[src/rtl/jtag_master_pkg.sv]
// rtl/jtag_master_pkg.sv - command, state and TMS-sequence definitions for the JTAG initiator
//
// Purpose: encodings shared by jtag_master: command types, controller states,
// TMS prefix/postfix lengths and the prefix TMS pattern per command.
// Ports: none (package).

package jtag_master_pkg;

  localparam logic [1:0] CMD_RESET = 2'd0;
  localparam logic [1:0] CMD_IR    = 2'd1;
  localparam logic [1:0] CMD_DR    = 2'd2;

  typedef enum logic [2:0] {
    ST_POR_TLR,
    ST_IDLE,
    ST_PRE,
    ST_SHIFT,
    ST_POST,
    ST_RESP
  } state_t;

  // TCK cycles spent walking the TAP into Shift-xR (or into Test-Logic-Reset).
  localparam int PRE_DR  = 3;
  localparam int PRE_IR  = 4;
  localparam int PRE_RST = 5;

  // Scans leave through Exit1 -> Update -> Idle and spend one extra TCK in
  // Run-Test/Idle; a reset only needs the single step from TLR into Idle.
  localparam int POST_SCAN = 3;
  localparam int POST_RST  = 1;

  // Power-on walk: five TMS=1 cycles into TLR, one TMS=0 into Run-Test/Idle.
  localparam int POR_LEN = 6;

  function automatic int pre_len(input logic [1:0] typ);
    case (typ)
      CMD_DR:  return PRE_DR;
      CMD_IR:  return PRE_IR;
      default: return PRE_RST;
    endcase
  endfunction

  function automatic int post_len(input logic [1:0] typ);
    return (typ == CMD_RESET) ? POST_RST : POST_SCAN;
  endfunction

  // TMS value for prefix cycle idx: DR 1,0,0 / IR 1,1,0,0 / RESET 1,1,1,1,1.
  function automatic logic pre_tms(input logic [1:0] typ, input int idx);
    case (typ)
      CMD_DR:  return (idx == 0);
      CMD_IR:  return (idx < 2);
      default: return 1'b1;
    endcase
  endfunction

endpackage

[src/rtl/jtag_master.sv]
// rtl/jtag_master.sv - bit-banged IEEE 1149.1 initiator with command/response channels
//
// Purpose: walks a target TAP through IR/DR scans or a reset on request and
// returns the TDO bits captured during the shift.
// Ports:
//   clk_8388, ck_rst        block clock, asynchronous active-low reset
//   cmd_valid/cmd_ready     command handshake; cmd_type, cmd_len (bits-1), cmd_data (LSB first)
//   rsp_valid/rsp_ready     response handshake; rsp_data holds captured TDO, bit 0 first
//   tck_o, tms_o, tdi_o     JTAG pins driven to the target
//   tdo_i                   JTAG data returned from the target

module jtag_master
  import jtag_master_pkg::*;
#(
  parameter int MAX_LEN = 64,
  parameter int LW      = $clog2(MAX_LEN)
) (
  input  logic               clk_8388,
  input  logic               ck_rst,
  input  logic               cmd_valid,
  output logic               cmd_ready,
  input  logic [1:0]         cmd_type,
  input  logic [LW-1:0]      cmd_len,
  input  logic [MAX_LEN-1:0] cmd_data,
  output logic               rsp_valid,
  input  logic               rsp_ready,
  output logic [MAX_LEN-1:0] rsp_data,
  output logic               tck_o,
  output logic               tms_o,
  output logic               tdi_o,
  input  logic               tdo_i
);

  state_t               state_q, state_d;
  logic [LW-1:0]        cnt_q, cnt_d;
  logic [LW-1:0]        cnt_inc;
  logic                 tck_q, tck_d;
  logic                 tms_q, tms_d;
  logic                 tdi_q, tdi_d;
  logic [1:0]           typ_q, typ_d;
  logic [LW-1:0]        len_q, len_d;
  logic [MAX_LEN-1:0]   sdata_q, sdata_d;
  logic [MAX_LEN-1:0]   cap_q, cap_d;
  logic                 rsp_valid_q, rsp_valid_d;
  logic [MAX_LEN-1:0]   rsp_data_q, rsp_data_d;

  // The single phase/bit counter wraps at LW bits, so a full MAX_LEN scan
  // ends on cnt_q == MAX_LEN-1 without needing a wider compare.
  assign cnt_inc = cnt_q + LW'(1);

  assign tck_o     = tck_q;
  assign tms_o     = tms_q;
  assign tdi_o     = tdi_q;
  assign rsp_valid = rsp_valid_q;
  assign rsp_data  = rsp_data_q;
  assign cmd_ready = (state_q == ST_IDLE) && !rsp_valid_q;

  always_ff @(posedge clk_8388 or negedge ck_rst) begin
    if (!ck_rst) begin
      state_q     <= ST_POR_TLR;
      cnt_q       <= '0;
      tck_q       <= 1'b0;
      tms_q       <= 1'b1;
      tdi_q       <= 1'b0;
      typ_q       <= CMD_RESET;
      len_q       <= '0;
      sdata_q     <= '0;
      cap_q       <= '0;
      rsp_valid_q <= 1'b0;
      rsp_data_q  <= '0;
    end else begin
      state_q     <= state_d;
      cnt_q       <= cnt_d;
      tck_q       <= tck_d;
      tms_q       <= tms_d;
      tdi_q       <= tdi_d;
      typ_q       <= typ_d;
      len_q       <= len_d;
      sdata_q     <= sdata_d;
      cap_q       <= cap_d;
      rsp_valid_q <= rsp_valid_d;
      rsp_data_q  <= rsp_data_d;
    end
  end

  // While a sequence runs, tck toggles every clk. An edge with tck_q=1 drives
  // TCK low and is where TMS/TDI advance; an edge with tck_q=0 drives TCK high
  // and is where TDO is captured.
  always_comb begin
    state_d     = state_q;
    cnt_d       = cnt_q;
    tck_d       = tck_q;
    tms_d       = tms_q;
    tdi_d       = tdi_q;
    typ_d       = typ_q;
    len_d       = len_q;
    sdata_d     = sdata_q;
    cap_d       = cap_q;
    rsp_valid_d = rsp_valid_q;
    rsp_data_d  = rsp_data_q;

    case (state_q)
      ST_POR_TLR: begin
        tck_d = ~tck_q;
        if (tck_q) begin
          if (cnt_q == LW'(POR_LEN - 1)) begin
            state_d = ST_IDLE;
            cnt_d   = '0;
            tms_d   = 1'b0;
          end else begin
            cnt_d = cnt_inc;
            tms_d = (cnt_q != LW'(POR_LEN - 2));
          end
        end
      end

      ST_IDLE: begin
        tck_d = 1'b0;
        tms_d = 1'b0;
        if (cmd_valid && !rsp_valid_q) begin
          // Reserved encoding behaves as RESET.
          typ_d   = (cmd_type == CMD_IR || cmd_type == CMD_DR) ? cmd_type : CMD_RESET;
          len_d   = cmd_len;
          sdata_d = cmd_data;
          cap_d   = '0;
          cnt_d   = '0;
          tms_d   = 1'b1;
          tdi_d   = 1'b0;
          state_d = ST_PRE;
        end
      end

      ST_PRE: begin
        tck_d = ~tck_q;
        if (tck_q) begin
          if (cnt_q == LW'(pre_len(typ_q) - 1)) begin
            cnt_d = '0;
            if (typ_q == CMD_RESET) begin
              state_d = ST_POST;
              tms_d   = 1'b0;
            end else begin
              state_d = ST_SHIFT;
              tms_d   = (len_q == '0);
              tdi_d   = sdata_q[0];
            end
          end else begin
            cnt_d = cnt_inc;
            tms_d = pre_tms(typ_q, int'(cnt_inc));
          end
        end
      end

      ST_SHIFT: begin
        tck_d = ~tck_q;
        if (!tck_q) begin
          cap_d[cnt_q] = tdo_i;
        end else if (cnt_q == len_q) begin
          state_d = ST_POST;
          cnt_d   = '0;
          tms_d   = 1'b1;
          tdi_d   = 1'b0;
        end else begin
          cnt_d   = cnt_inc;
          tms_d   = (cnt_inc == len_q);
          tdi_d   = sdata_q[1];
          sdata_d = sdata_q >> 1;
        end
      end

      ST_POST: begin
        tck_d = ~tck_q;
        if (tck_q) begin
          tms_d = 1'b0;
          if (cnt_q == LW'(post_len(typ_q) - 1)) begin
            state_d     = ST_RESP;
            cnt_d       = '0;
            tdi_d       = 1'b0;
            rsp_valid_d = 1'b1;
            rsp_data_d  = cap_q;
          end else begin
            cnt_d = cnt_inc;
          end
        end
      end

      ST_RESP: begin
        tck_d = 1'b0;
        tms_d = 1'b0;
        if (rsp_ready) begin
          rsp_valid_d = 1'b0;
          state_d     = ST_IDLE;
        end
      end

      default: begin
        state_d = ST_POR_TLR;
        cnt_d   = '0;
        tck_d   = 1'b0;
        tms_d   = 1'b1;
      end
    endcase
  end

endmodule

[config.mk]
export PLATFORM = sky130hd
export DESIGN_NAME = jtag_master
export DESIGN_NICKNAME = d
export VERILOG_FILES = /design/src/rtl/jtag_master_pkg.sv /design/src/rtl/jtag_master.sv
export SDC_FILE = /design/constraint.sdc
export NUM_CORES = 1
export LEC_CHECK = 0
export BUFFER_PORTS_ARGS = -buffer_cell sky130_fd_sc_hd__buf_4
export CORE_AREA = 2 2 137 153
export DETAILED_ROUTE_END_ITERATION = 6
export DIE_AREA = 0 0 139 155
export PLACE_DENSITY = 0.7
export SYNTH_ARGS = -nofsm -noshare
export SYNTH_HDL_FRONTEND = slang
export SYNTH_SLANG_ARGS = --single-unit
[constraint.sdc]
create_clock -name clk_8388 -period 2.5 [get_ports clk_8388]
set_input_delay 0.5 -clock clk_8388 [delete_from_list [all_inputs] [get_ports clk_8388]]
set_output_delay 0.5 -clock clk_8388 [all_outputs]
set_load 0.01 [all_outputs]
# == Word-level counts from Yosys, hierarchy flattened ==
# Index checks and enable logic that the tools add are counted.
# op_classes
n_eq_ne,28
n_bitwise,2
magnitude_cmp,3
n_mux,62
reduce_logical,22
addsub,3
# op_table
operator,n
$mux W64,5
$pmux W64 S2,2
$mux W6,11
$bwmux W64,1
$pmux W6 S6,1
$mux W3,11
$eq A6 B6 Y1,4
$ne A2 B2 Y1 const B,12
$mux W1,22
$pmux W3 S6,1
$logic_not A6 Y1,2
$reduce_and A4 Y1,3
$reduce_and A10 Y1,1
$reduce_and A8 Y1,1
$lt A6 B7 Y1 const B,1
$add A6 B1 Y6 const B,1
$demux W1 S6,1
$eq A3 B2 Y1 const B,2
$eq A3 B3 Y1 const B,2
$eq A6 B3 Y1 const B,1
$ge A6 B1 Y1 const B,1
$lt A6 B2 Y1 const B,1
$ne A6 B3 Y1 const B,1
$pmux W1 S6,1
other kinds (22),31
# totals
ff_bits,213
word_cells,131
input_bits,77
out_inout_bits,69

# == Longest topological paths before layout ==
# Gate-level depths: netlist of run 1.
# logic_depth
depth_word,9
mapped_depth,9
depth_no_buf,8

# == Worst setup path after synthesis of run 1 ==
# Ideal clock, no wire load.
# synth_path
path_type,register -> register
from,reg typ_q[0]
to,reg rsp_data_q[14] (netlist: rsp_data[14])
path_stages_with_launch,9
path_buffers,2
setup_slack_ns,0.258
period_less_slack_ns,2.242
setup_time_ns,0.125
required_ns,2.375
t_arrival_ns,2.117
path_cell_list,dfrtp_1 inv_1 ha_1 xor2_1 nand4_2 or4b_1 buf_6 buf_6 mux2_4
# synth_between
elab_chain_len,5
# synth_rtl
item,line_no,source
"start, declared",jtag_master.sv:40,"logic [1:0] typ_q, typ_d;"
"start signal, assigned",jtag_master.sv:77,typ_q <= typ_d;
$logic_not A2 Y1,jtag_master_pkg.sv:44,return (typ == CMD_RESET) ? POST_RST : POST_SCAN;
$mux W2,jtag_master_pkg.sv:44,
$sub A2 B1 Y3,jtag_master.sv:174,if (cnt_q == LW'(post_len(typ_q) - 1)) begin
$eq A6 B6 Y1,jtag_master.sv:174,
$reduce_and A3 Y1 (no line),n/a,
"end signal, assigned",jtag_master.sv:82,rsp_data_q <= rsp_data_d;
"end, declared",jtag_master.sv:45,"logic [MAX_LEN-1:0] rsp_data_q, rsp_data_d;"
# No other way between the ends.
# A chain may end at the register's enable or synchronous reset.

# == Final worst setup path of run 1 ==
# layout_path
from,reg typ_q[1]
to,reg rsp_data_q[61] (netlist: rsp_data[61])
# The elaborated chain is that of the path after synthesis.

==> flow_metrics.tcl, run 1 <==
set metrics [dict create \
    leakage_uw 0.00592 \
    die_w_um 139 \
    final_antenna_net_count 0 \
    hold_viol_final 1 \
    ys_types 51 \
    route.met2.wl_um 11200 \
    tns_ns 0 \
    pre_cts_ws_ns 0.139 \
    status "finished, violations left" \
    final_util_pct 60.9 \
    clock-sinks 213 \
    first_pass_iters 5 \
    syn_area_per_cell_um2 9.98 \
    wl_met1_um 10800 \
    fin_cells 1400 \
    synthArstFlopShare_pct 100 \
    period_share_pct 94.5 \
    dr_wl_met3_um 1490 \
    track_usage_pct 22.3 \
    cts_resized 0 \
    path_max_fanout 38 \
    clk_pin_slew_ns 0.06 \
    whs_ns -0.000730 \
    drc_errors 0 \
    ys.flop_type "dfrtp_1" \
    crit_chain "inv_1 > ha_1 > xor2_1 > nand4_2 > or4b_4 > buf_12 > mux2_4" \
    slew_headroom_pct 56.3 \
    syn_to_final_growth_pct 24.3 \
    clock_skew_ns 0.0112 \
    cts_tree "yes" \
    dp_hpwl_um 16100 \
    postCtsHoldBufs 0 \
    syn-cell-area_mm2 0.00984 \
    h-tree-depth 1 \
    cts_setup_buffers 0 \
    crit_path_top_delay_cell "or4b_4" \
    ir_drop_uv 688 \
    grt_overflow 0 \
    num_rows 55 \
    crit_arrival_ns 2.76 \
    cts_buffers 23 \
    insertion_delay_ns 0.52 \
    via_count 7882 \
    critPathMaxStageDelay_ns 0.56 \
    fmax_mhz 424 \
    worstMarginPinSlew_ns 0.655 \
    setup_slack_ns 0.139 \
    cp-end-kind "register" \
    syn_inst 986 \
    worstPathRequired_ns 2.90 \
    io_buffers 145 \
    grt_pass1_vias 7567 \
    yosysSeqAreaShare_pct 54.2 \
    finalSetupViolCount 0 \
    vias_per_cell 5.63 \
    antenna_found_initial 0 \
    yosys.area.top_type "dfrtp_1" \
    start_util_pct 49.0 \
    hold_class "in2async" \
    violations "negative hold slack" \
    grt_pass1_wl_um 39600 \
    place_inst 1359 \
    ioPinCount 146 \
    rsz0062_at_grt "false" \
    antenna_cells 0 \
    synth_area_leaders "dfrtp_1, mux2_4, o21ai_0, nand2_1, a31oi_1" \
    die-area_mm2 0.0215 \
    syn_nets 1072 \
    yosys_warnings 0 \
    routed_wl_um 24200 \
    critPathBufInv 2 \
    routabilityCongestion 0.922 \
    synth_edf_count 0 \
    yosys_register_bits 213 \
    min_period_ns 2.36 \
    critPathLaunchType "register" \
    nets 1214 \
    top_layer_used "met4" \
    wl_per_cell_um 17.3 \
    pwr_density_cell_mw_per_mm2 1030 \
    cap_violations 0 \
    criticalPathCategory "reg2reg" \
    drive_above_1_share_pct 26.9 \
    synth_top_area_share_pct 53.9 \
    cts-root-buf "clkbuf_16" \
    crit_family "simple AND/OR/NAND/NOR gates" \
    grt_max_degree 68 \
    core_area_mm2 0.0201 \
    maxSlewViolCount 0 \
    dieHeight_um 155 \
    cts_max_path_buffers 3 \
    drt_iter0_drc 680 \
]
==> layout by cell type, fill, tap and decap left out, drive strengths merged, types with 7 or more instances in the layout <==
cell,synthesis,routed
a21oi,77,77
a31oi,68,68
buf,21,187
clkbuf,50,29
clkinv,2,7
dfrtp,212,212
ha,9,9
inv,9,11
mux2,70,70
nand2,154,154
nand2b,8,8
nand3,12,12
nor2,78,78
nor3,15,15
o21ai,147,147
xnor2,8,8
==> per-stage QoR <==
stage               total power (uW)  cell area, um^2
finish                         12600            12200
global route                   13500            12200
CTS                            12700            12200
detailed placement              8960            11400
global placement                8840            11400
floorplan                       7620             9840
==> registers in the layout (all words and copies together), names as in the netlist, 2 cells and up <==
signal / count
cap_q: 64
rsp_data: 64
sdata_q: 64
cnt_q: 6
len_q: 6
state_q: 3
typ_q: 2
==> cell type report <==
class / count / area (um^2)
clock buffer: 28 / 634
sequential: 213 / 5330
inverter: 11 / 41.3
clock inverter: 13 / 200
fill: 1701 / 7860
tap: 256 / 320
timing repair buffer: 188 / 1530
multi-input combinational: 691 / 4170
==> cell families after synthesis <==
family                     share of synthesized area (%)
DFF                                                 54.2
buffers and inverters                               3.83
AOI/OAI and AO/OA                                   17.1
muxes                                               9.88
xor gates and xnor gates                            1.16
adders and majority gates                           1.14
and+or+nand+nor                                     12.8
==> routing by layer <==
metal  GRT usage, %  up-vias
li1               -     3749
met1           31.2     3801
met2           35.4      272
met3           3.94       60
met4           7.89        0
met5              0        -
==> where the power goes <==
| part | leakage [uW] | internal (uW) | switching, uW |
|---|---|---|---|
| clock | 0.000413 | 2320 | 1390 |
| combinational | 0.00276 | 1660 | 2620 |
| sequential | 0.00275 | 4140 | 520 |
==> worst reg2reg max path, delay by kind of cell, from the launching register on <==
family / cells / cell delay [ns]
AND/OR/NAND/NOR: 2 / 0.72
adder cells (fa/ha/maj): 1 / 0.23
buffers and inverters: 2 / 0.33
XOR/XNOR: 1 / 0.19
multiplexers: 1 / 0.36
flip-flops: 1 / 0.41
==> final timing paths <==
path	start	endpoint	slack, ns	cells after the start
max	typ_q[1]	rsp_data[61]	0.14	7
max reg2reg	typ_q[1]	rsp_data[61]	0.14	7
max in group asynchronous	ck_rst	rsp_data[18]	1.84	2
min in group clk_8388	cmd_data[63]	sdata_q[63]	0.22	3
min	ck_rst	rsp_data[48]	-0.0007	1
min reg2reg	cap_q[34]	rsp_data[34]	0.50	1
==> cell usage after synthesis, drive strengths merged, types with 3 or more instances <==
cell type,count
nand2b,8
nor3,15
a21oi,77
nor2b,3
ha,9
dfrtp,212
inv,9
and3,5
a31oi,68
nand3,12
nor2,78
nand4b,3
o21ai,147
o32ai,3
xnor2,8
nand2,154
xor2,5
clkbuf,50
mux2,70
buf,21
(Power assumes the default switching activity.)
==> inputs of run 2 (changes only) <==
--- a/config.mk
+++ b/config.mk
@@ -5,10 +5,11 @@
 export SDC_FILE = /design/constraint.sdc
 export NUM_CORES = 1
 export LEC_CHECK = 0
+export ABC_AREA = 1
 export BUFFER_PORTS_ARGS = -buffer_cell sky130_fd_sc_hd__buf_4
-export CORE_AREA = 2 2 137 153
+export CORE_AREA = 2 2 141 156
 export DETAILED_ROUTE_END_ITERATION = 6
-export DIE_AREA = 0 0 139 155
+export DIE_AREA = 0 0 143 158
 export PLACE_DENSITY = 0.7
 export SYNTH_ARGS = -nofsm -noshare
 export SYNTH_HDL_FRONTEND = slang
==> flow_metrics.tcl, run 2 <==
set metrics [dict create \
    worstPathRequired_ns 2.89 \
    placed_area_mm2 0.0116 \
    synth.most_common_cell "nand2_1" \
    antenna_cells 0 \
    final_cell_mix "nand2_1, dfrtp_1, o21ai_0, buf_4, inv_1" \
    cts-root-buf "clkbuf_16" \
    routed_wl_um 23400 \
    synth_compound_area_share_pct 16.6 \
    die_w_um 143 \
    drive_above_1_share_pct 19.6 \
    synth_edf_count 0 \
    h-tree-depth 1 \
    syn_nets 1325 \
    syn_inst 1239 \
    criticalPathCategory "reg2reg" \
    clock_skew_ns 0.0120 \
    yosys_warnings 0 \
    p_clk_share_pct 48.9 \
    path_max_fanout 89 \
    synth_top_area_share_pct 51.4 \
    hold_viol_final 0 \
    cap_violations 0 \
    dp_hpwl_um 15700 \
    synthArstFlopShare_pct 100 \
    fin_cells 1660 \
    drc_errors 0 \
    leakage_uw 0.00624 \
    hold_class "in2async" \
    cts_setup_buffers 0 \
    final_antenna_net_count 0 \
    routabilityCongestion 0.917 \
    pwr_density_cell_mw_per_mm2 596 \
    synth_top_family_by_area "compound AO/OA/AOI/OAI gates" \
    wl_per_cell_um 14.1 \
    syn-cell-area_mm2 0.0103 \
    worstMarginPinSlew_ns 0.655 \
    cts_max_path_buffers 3 \
    place_inst 1619 \
    critPathLaunchType "register" \
    nFillCells 1872 \
    yosysSeqAreaShare_pct 51.6 \
    synth_xor_area_share_pct 0.339 \
    rsz0062_at_grt "false" \
    intPower_uw 5860 \
    ir_drop_uv 510 \
    synth_mux_area_share_pct 4.36 \
    switchingPower_uw 1560 \
    yosys_register_bits 213 \
    vias_per_cell 5.10 \
    status "complete, no violations" \
    ys_types 36 \
    slew_headroom_pct 56.3 \
    synth-simple-area-share_pct 16.6 \
    syn_area_per_cell_um2 8.34 \
    core_area_mm2 0.0211 \
    period_share_pct 86.1 \
    crit_arrival_ns 2.54 \
    setup_slack_ns 0.346 \
    seq_area_mm2 0.00533 \
    grt.met1_usage_pct 29.4 \
    clk_pin_slew_ns 0.06 \
    finalSetupViolCount 0 \
    io_buffers 145 \
    final_util_pct 59.0 \
    start_util_pct 49.0 \
    track_usage_pct 21.2 \
    grt_pass1_wl_um 39600 \
    insertion_delay_ns 0.51 \
    syn_to_final_growth_pct 20.5 \
    power_frac_seq_pct 47.4 \
    antenna_found_initial 0 \
    min_period_ns 2.15 \
    mostFrequentLayoutCell "nand2_1" \
    ys.flop_type "dfrtp_1" \
    synth_common_cells "nand2_1, dfrtp_1, o21ai_0" \
    num_rows 56 \
    pre_cts_ws_ns 0.375 \
    yosys.area.top_type "dfrtp_1" \
    grt_pass1_vias 8174 \
    synth_area_leaders "dfrtp_1, nand2_1, o21ai_0, inv_1, mux2_2" \
    cts_tree "yes" \
    multi_input_area_mm2 0.00404 \
    nets 1440 \
    grt_overflow 0 \
    pwr-share-comb_pct 3.8 \
    grt_max_degree 131 \
    drt_iter0_drc 556 \
    cts_resized 0 \
    via_count 8466 \
    grt_util_met2_pct 34.4 \
    tns_ns 0 \
    final_area_mm2 0.0124 \
    cts_buffers 23 \
    grt_busiest_layer "met2" \
    cp-end-kind "register" \
    yosys.area_share.adder_pct 1.09 \
    postCtsHoldBufs 0 \
    die-area_mm2 0.0226 \
    maxSlewViolCount 0 \
    rrSetupSlack_ns 0.35 \
    first_pass_iters 5 \
    grt.met3_usage_pct 3.84 \
    switching_share_pct 21.1 \
    dieHeight_um 158 \
    ioPinCount 146 \
    fmax_mhz 464 \
    clock-sinks 213 \
]
-- run 2: cell count changes after synthesis, sizes merged, moves of 13 or more --
cell,before,now
nor2,78,65
nand3,12,25
nand2,154,327
a31oi,68,1
inv,9,157
mux2,70,40
a21oi,77,34
o31ai,1,40
o22ai,0,24
o21ai,147,208
-- run 2: worst paths after layout --
kind | start | to | cells after the start
max | typ_q[0] | rsp_data[48] | 9
min | ck_rst | rsp_data[38] | 1
max reg2reg | typ_q[0] | rsp_data[48] | 9
min reg2reg | cap_q[29] | cap_q[29] | 2
max in group asynchronous | ck_rst | tms_o | 2
min in group clk_8388 | cmd_len[5] | len_q[5] | 3
-- run 2: power by group through the flow --
stage	logic [uW]	registers (uW)	clock network (uW)
final	281	3510	3630
after detailed placement	288	3580	0
after CTS	290	3510	3690
after global placement	285	3570	0
after global routing	328	3520	3850
after floorplan	87.5	3570	0
-- run 2: area by class of cell --
type | instances | area share [%]
clock buffer | 30 | 5.16
clock inverter | 11 | 1.33
inverter | 157 | 4.75
multi-input combinational | 794 | 32.4
sequential | 213 | 42.8
tap | 290 | 2.91
timing repair buffer | 165 | 10.6
-- run 2: critical path, stage by stage, from the launching register on --
cell and delay (ns):
dfrtp_1 0.40, inv_1 0.10, ha_1 0.24, inv_1 0.10, nor2_1 0.05, o21ai_1 0.23
nor2_2 0.06, nand2_2 0.07, buf_12 0.30, mux2_2 0.39
-- run 2: cells by family (layout without fill, tap and decap cells) --
group	Yosys count	after routing
compound gates	310	310
simple gates	431	431
buf+inv	232	363
flops	213	213
xor+xnor	4	4
mux	40	40
fa+ha+maj	9	9
-- run 2: through the flow --
step / hold slack [ns] / power [uW]
finish: 0.00953 / 7420
global route: 0.0563 / 7690
CTS: 0.0439 / 7490
detailed placement: 0.464 / 3860
global placement: 0.462 / 3860
floorplan: 0.204 / 3660
-- run 2: per-layer routing --
layer,routed length (um),up-vias
met2,10800,256
met1,10700,3921
met4,507,0
met3,1410,44
li1,-,4245
met5,0,-
